--- src/rtl/simon_pattern_sequencer.sv ---
// Colour-sequence store for the Simon game: playback, guess checking and rewind.
// Shift-register datapath with a shadow copy so a pattern can be replayed without reloading.
module simon_pattern_sequencer #(
  parameter int COLOR_W = 2,
  parameter int MAX_LEN = 8,
  parameter int LEN_W   = $clog2(MAX_LEN + 1)
) (
  input  logic                       clk,
  input  logic                       resetn,
  input  logic                       load_p,
  input  logic [COLOR_W*MAX_LEN-1:0] pattern,
  input  logic [LEN_W-1:0]           length,
  input  logic                       rewind,
  input  logic                       next,
  input  logic                       guess_valid,
  input  logic [COLOR_W-1:0]         guess,
  output logic [COLOR_W-1:0]         color,
  output logic                       color_valid,
  output logic [LEN_W-1:0]           remaining,
  output logic                       done,
  output logic                       fail,
  output logic                       match,
  output logic                       mismatch
);

  typedef enum logic [1:0] {IDLE, ACTIVE, DONE, FAIL} state_t;

  state_t                     state, state_nx;
  logic [COLOR_W*MAX_LEN-1:0] sr, sr_nx, shadow, shadow_nx;
  logic [LEN_W-1:0]           len_q, len_nx, rem, rem_nx, len_clamped;
  logic                       match_q, match_nx, mismatch_q, mismatch_nx;
  logic                       consume;

  assign len_clamped = (length > LEN_W'(MAX_LEN)) ? LEN_W'(MAX_LEN) : length;

  always_ff @(posedge clk or negedge resetn) begin
    if (!resetn) begin
      state      <= IDLE;
      sr         <= '0;
      shadow     <= '0;
      len_q      <= '0;
      rem        <= '0;
      match_q    <= 1'b0;
      mismatch_q <= 1'b0;
    end else begin
      state      <= state_nx;
      sr         <= sr_nx;
      shadow     <= shadow_nx;
      len_q      <= len_nx;
      rem        <= rem_nx;
      match_q    <= match_nx;
      mismatch_q <= mismatch_nx;
    end
  end

  // Priority: load_p > rewind > guess_valid > next; a wrong guess blocks the consume.
  always_comb begin
    state_nx    = state;
    sr_nx       = sr;
    shadow_nx   = shadow;
    len_nx      = len_q;
    rem_nx      = rem;
    match_nx    = 1'b0;
    mismatch_nx = 1'b0;
    consume     = 1'b0;
    if (load_p) begin
      sr_nx     = pattern;
      shadow_nx = pattern;
      len_nx    = len_clamped;
      rem_nx    = len_clamped;
      state_nx  = (len_clamped == '0) ? DONE : ACTIVE;
    end else if (rewind && state != IDLE) begin
      sr_nx    = shadow;
      rem_nx   = len_q;
      state_nx = (len_q == '0) ? DONE : ACTIVE;
    end else if (state == ACTIVE && (guess_valid || next)) begin
      consume = 1'b1;
      if (guess_valid) begin
        if (guess == sr[COLOR_W-1:0]) begin
          match_nx = 1'b1;
        end else begin
          mismatch_nx = 1'b1;
          consume     = 1'b0;
          state_nx    = FAIL;
        end
      end
      if (consume) begin
        sr_nx = sr >> COLOR_W;
        if (rem != '0) rem_nx = rem - LEN_W'(1);
        if (rem <= LEN_W'(1)) state_nx = DONE;
      end
    end
  end

  assign color       = sr[COLOR_W-1:0];
  assign color_valid = (state == ACTIVE);
  assign done        = (state == DONE);
  assign fail        = (state == FAIL);
  assign remaining   = rem;
  assign match       = match_q;
  assign mismatch    = mismatch_q;

endmodule

--- config.mk ---
export PLATFORM = sky130hd
export DESIGN_NAME = simon_pattern_sequencer
export DESIGN_NICKNAME = d
export VERILOG_FILES = /design/src/rtl/simon_pattern_sequencer.sv
export SDC_FILE = /design/constraint.sdc
export NUM_CORES = 1
export LEC_CHECK = 0
export BUFFER_PORTS_ARGS = -buffer_cell sky130_fd_sc_hd__buf_2
export CORE_MARGIN = 1
export CORE_UTILIZATION = 40
export CTS_CLUSTER_DIAMETER = 40
export DETAILED_ROUTE_END_ITERATION = 8
export REMOVE_ABC_BUFFERS = 1
export SLEW_MARGIN = 10
export SYNTH_ARGS = -nofsm -noshare
export SYNTH_HDL_FRONTEND = slang
export SYNTH_SLANG_ARGS = --single-unit
--- constraint.sdc ---
create_clock -name clk -period 3.22 [get_ports clk]
set_input_delay 0.644 -clock clk [delete_from_list [all_inputs] [get_ports clk]]
set_output_delay 0.644 -clock clk [all_outputs]
set_load 0.005 [all_outputs]
# == After elaboration in Yosys (flattened, before gate mapping) ==
# Index checks and enable logic that the tools add are counted.
# classes
add_sub_neg,1
muxes,33
order_cmp,2
reduce_logical,12
div,0
eq_ne,4
n_bitwise,0
mul,0
shift,0
# op_table
op,n
$mux 16,4
$mux 4,6
$mux 2,9
$mux 1,14
$reduce_bool 3->1,3
$logic_not 4->1,2
$eq 2x2->1 const B,2
$gt 4x4->1 const B,1
$le 4x1->1 const B,1
$reduce_bool 4->1,1
$sub 4x1->4 const B,1
$reduce_and 3->1,1
$eq 2x1->1 const B,1
$eq 2x2->1,1
$logic_and 1x1->1,2
$reduce_and 2->1,1
$reduce_bool 2->1,1
$logic_or 1x1->1,1
# totals
ff_bits,44
romBits,0
mem_bits_rw,0
latchBits,0
memories,0
out_inout_bits,11

# == Depth between registers and ports, before layout ==
# depth
depth_word,10
mapped_depth,6
ltp_nobuf,6

# == Worst setup path before layout ==
# No wires, ideal clock.
# synth_path
kind,input port to flip-flop
from,input guess[1]
to,register sr[10]
path_stages,5
required_ps,3095
slack_ps,1377
t_arrival_ps,1717
path_cell_list,xor2_2 -> o21ai_2 -> a21oi_4 -> buf_12 -> mux2_4
# synth_between
elab_chain_cells,8
# synth_rtl
element,line_no,text
from (decl),16,"input logic [COLOR_W-1:0] guess,"
$eq 2x2->1,79,if (guess == sr[COLOR_W-1:0]) begin
$mux 1,79,
$mux 1,78,if (guess_valid) begin
$mux 1,76,end else if (state == ACTIVE && (guess_valid || next)) begin
$mux 1,72,end else if (rewind && state != IDLE) begin
$mux 1,66,if (load_p) begin
$reduce_bool 3->1 (no line),-,
$reduce_and 2->1 (no line),-,
to (signal assigned),47,sr <= sr_nx;
to (decl),29,"logic [COLOR_W*MAX_LEN-1:0] sr, sr_nx, shadow, shadow_nx;"
# Every way passes these cells. The select of a mux whose other input is x is not followed.
# A chain may end at the register's enable or synchronous reset.

# == Final worst setup path ==
# layout_path
from,register state[0]
to,register sr[11]
# layout_between
elab_chain_cells,4
word_cells_on_any_way,9
cone_classes,eq/ne (1); mux (2); reduce/logical (6)
# layout_rtl
element,line_no,text
from (decl),28,"state_t state, state_nx;"
from (signal assigned),46,state <= state_nx;
$eq 2x1->1 or $reduce_bool 2->1 (tied branches),"76, 72",
$logic_and 1x1->1 (on tied branches),"76, 72",
$reduce_bool 3->1 (no line) or $mux 16 (tied branches),-,
$reduce_and 2->1 (no line) or $mux 16 (tied branches),-,
# Several ways; a longest one is shown, not always the timed one.

==> run summary <==
status -> complete, no violations
ys flop type -> dfrtp_1
Initial Util -> 41.8%
RSZ-0062 raised after global routing -> false
Reg2Reg Depth -> 4
R2R setup slack -> 1.12 ns
first-pass GRT wire length -> 7490 µm
gr usage total -> 15.9%
Post-CTS Setup Inserts -> 0
Slew Viols, Final -> 0
Period Utilization, post-route -> 65.3%
RePlAce Congestion -> 0.846
hold-fix buffers at CTS -> 0
headroom to the max-slew limit -> 31.8%
CP arrival -> 2.29 ns
die width -> 78.1 µm
compound-cell area share of the yosys netlist -> 17.1%
crit path to -> sr[11]
P per Cell Area -> 510 nW/µm²
Distinct cells, synth -> 47
biggest area consumer among synthesized cells -> dfrtp_1
FILL cells -> 555
FMAX -> 0.476 GHz
Static Leak -> 1.26 nW
Num CTS Buffers -> 5
crit path max-delay cell type -> o21a_1
Mapped Avg Cell Area -> 10.4 µm²
critical path peak fanout -> 17
worst skew pair latency -> 0.29 ns
initial DRC count -> 78
vias -> 1677
Pwr Total -> 0.00133 W
Post-Synth Adder-Cell Area -> 1.62%
vias in the first global route -> 1575
most frequent cells in the layout -> dfrtp_1, buf_2, o21ai_0, inv_1, nand2_1
final WL -> 4460 µm
XOR/XNOR share of the synthesized area -> 1.41%
final hold violations -> 0
largest net degree at the start of global routing -> 58
mux cell area share after synthesis -> 14.6%
Port Buffers -> 38
EDFF count, synth -> 0
max-cap violations -> 0
Yosys top cell area share -> 47.6%
post-CTS resize count -> 0
start point of the critical path -> state[0]
worst path cell trace -> o21a_1, mux2i_1, o21ai_0, mux2_4
number of I/O pins -> 39
Startpoint Class -> flip-flop
Worst EP required -> 3.40 ns
post-synthesis instance area -> 2310 µm²
fraction of layout cells with a size suffix above 1 -> 26.5%
clock slew at reported path FFs -> 0.08 ns
routed vias/inst -> 5.10
ys async rst share -> 100%
largest cells by area after synthesis -> dfrtp_1, o21ai_0, mux2i_1, mux2_4, inv_1
VDD IR max -> 0.000218 V
Worst Tran Pin Value -> 1.02 ns
CTS Buffer Depth -> 2
Setup Skew -> 0.00526 ns
Crit path largest cell delay -> 0.84 ns
CTS tree -> yes
Post-Syn Instances -> 222
DP Area -> 2530 µm²
# DRC -> 0
Tightest Hold Check Type -> flip-flop to flip-flop
Synth warnings -> 0
largest family of logic cells by synthesized area -> compound AO/OA/AOI/OAI gates
Crit Path Category -> flip-flop to flip-flop
Core Footprint -> 5540 µm²
Post-Synth Simple-Gate Area -> 10.5%
initial antenna violation count -> 0
post-route ant nets -> 0
RR Endpoint -> sr[11]
RR Startpoint -> state[0]
grt ovf -> 0
die height -> 78.1 µm
Clock Tree Root -> clkbuf_8
Seq. cell area -> 1100 µm²
synthesized flop and latch total -> 44
CTS Sinks -> 44
Final setup viols -> 0
DRT Pass-1 Iters -> 4
Antenna diodes -> 0
most common cell after layout, fill and taps aside -> dfrtp_1
cell area after layout -> 2600 µm²
drt wl/cell -> 13.6 µm
num rows -> 27
Setup TNS -> 0 ns
Crit. End Element -> flip-flop
Multi-input gate area -> 1050 µm²
Area Overhead vs Synth -> 12.5%
# nets final -> 288
post-synthesis sequential area ratio -> 47.6%
dpl hpwl -> 3020 µm
H-tree Lvls -> 2
Min Clock Period, post-route -> 2.10 ns
die area -> 6090 µm²
-- per-layer routing --
metal | vias up | track usage [%] | share of wire (%)
met3 | 4 | 4.07 | 5.0
met5 | - | 0 | 0
li1 | 832 | - | -
met4 | 0 | 5.00 | 0.69
met2 | 40 | 23.8 | 43
met1 | 801 | 22.4 | 51
-- worst min path at each step --
stage                     startpoint          to  slack, ns  depth (start not counted)
after floorplan               resetn    len_q[0]       0.35                          0
after global placement    shadow[15]  shadow[15]       0.46                          1
after detailed placement  shadow[15]  shadow[15]       0.47                          1
after CTS                 shadow[14]  shadow[14]       0.49                          1
after global routing      shadow[15]  shadow[15]       0.52                          1
final                     shadow[14]  shadow[14]       0.49                          1
-- cell families (layout without fill, tap and decap cells) --
| group | Yosys count | in the layout |
|---|---|---|
| AOI/OAI and AO/OA | 60 | 60 |
| xor gates and xnor gates | 2 | 2 |
| adders and majority gates | 3 | 3 |
| buffers and inverters | 35 | 70 |
| DFF | 44 | 44 |
| muxes | 29 | 29 |
| and+or+nand+nor | 49 | 49 |
-- registers in the layout, summed over array words and instances, names as in the netlist --
name / cells
sr: 16
remaining: 4
match: 1
len_q: 4
mismatch: 1
shadow: 16
state: 2
-- Yosys cell counts, types with 2 or more instances --
library cell and count:
ha_1 3, o41ai_1 2, o21a_1 2, and2_1 3, a21o_1 2, o21ai_0 36
xor2_2 2, clkbuf_1 6, inv_1 24, mux2i_1 15, nor2_1 5, nand2_1 23
a221o_1 2, nor4_1 2, mux2_4 8, mux2_2 6, nor3_1 4, dfrtp_1 44
nor2b_1 3, buf_4 3
-- power by group --
part	total [W]	switching [W]	leakage [nW]	internal, W
logic	0.000313	0.000158	0.676	0.000155
registers	0.000683	0.0000579	0.541	0.000625
clock network	0.000331	0.000183	0.0410	0.000148
-- final cells by class --
| type | count | area share [%] |
|---|---|---|
| Clock inverter | 1 | 0.192 |
| Inverter | 24 | 3.46 |
| Tap cell | 72 | 3.46 |
| Sequential cell | 44 | 42.3 |
| Multi-Input combinational cell | 143 | 40.2 |
| Clock buffer | 6 | 2.79 |
| Timing Repair Buffer | 39 | 7.59 |
-- stage by stage --
step           hold WS [ns]  cells  util, %  worst slack, ns
2_1_floorplan         0.348    211        -             1.28
3_3_place_gp          0.463    322     45.6            0.848
3_5_place_dp          0.474    322     45.6            0.862
4_1_cts               0.493    329     47.0             1.10
5_1_grt               0.518    329     47.0            0.962
6_report              0.489    329     47.0             1.12
-- critical path: cells and delay by family (launching register included) --
family,cells,cell delay [ns]
flops,1,0.50
mux,2,0.55
compound gates,2,0.94
No activity file was read; power rests on OpenSTA's default activity.
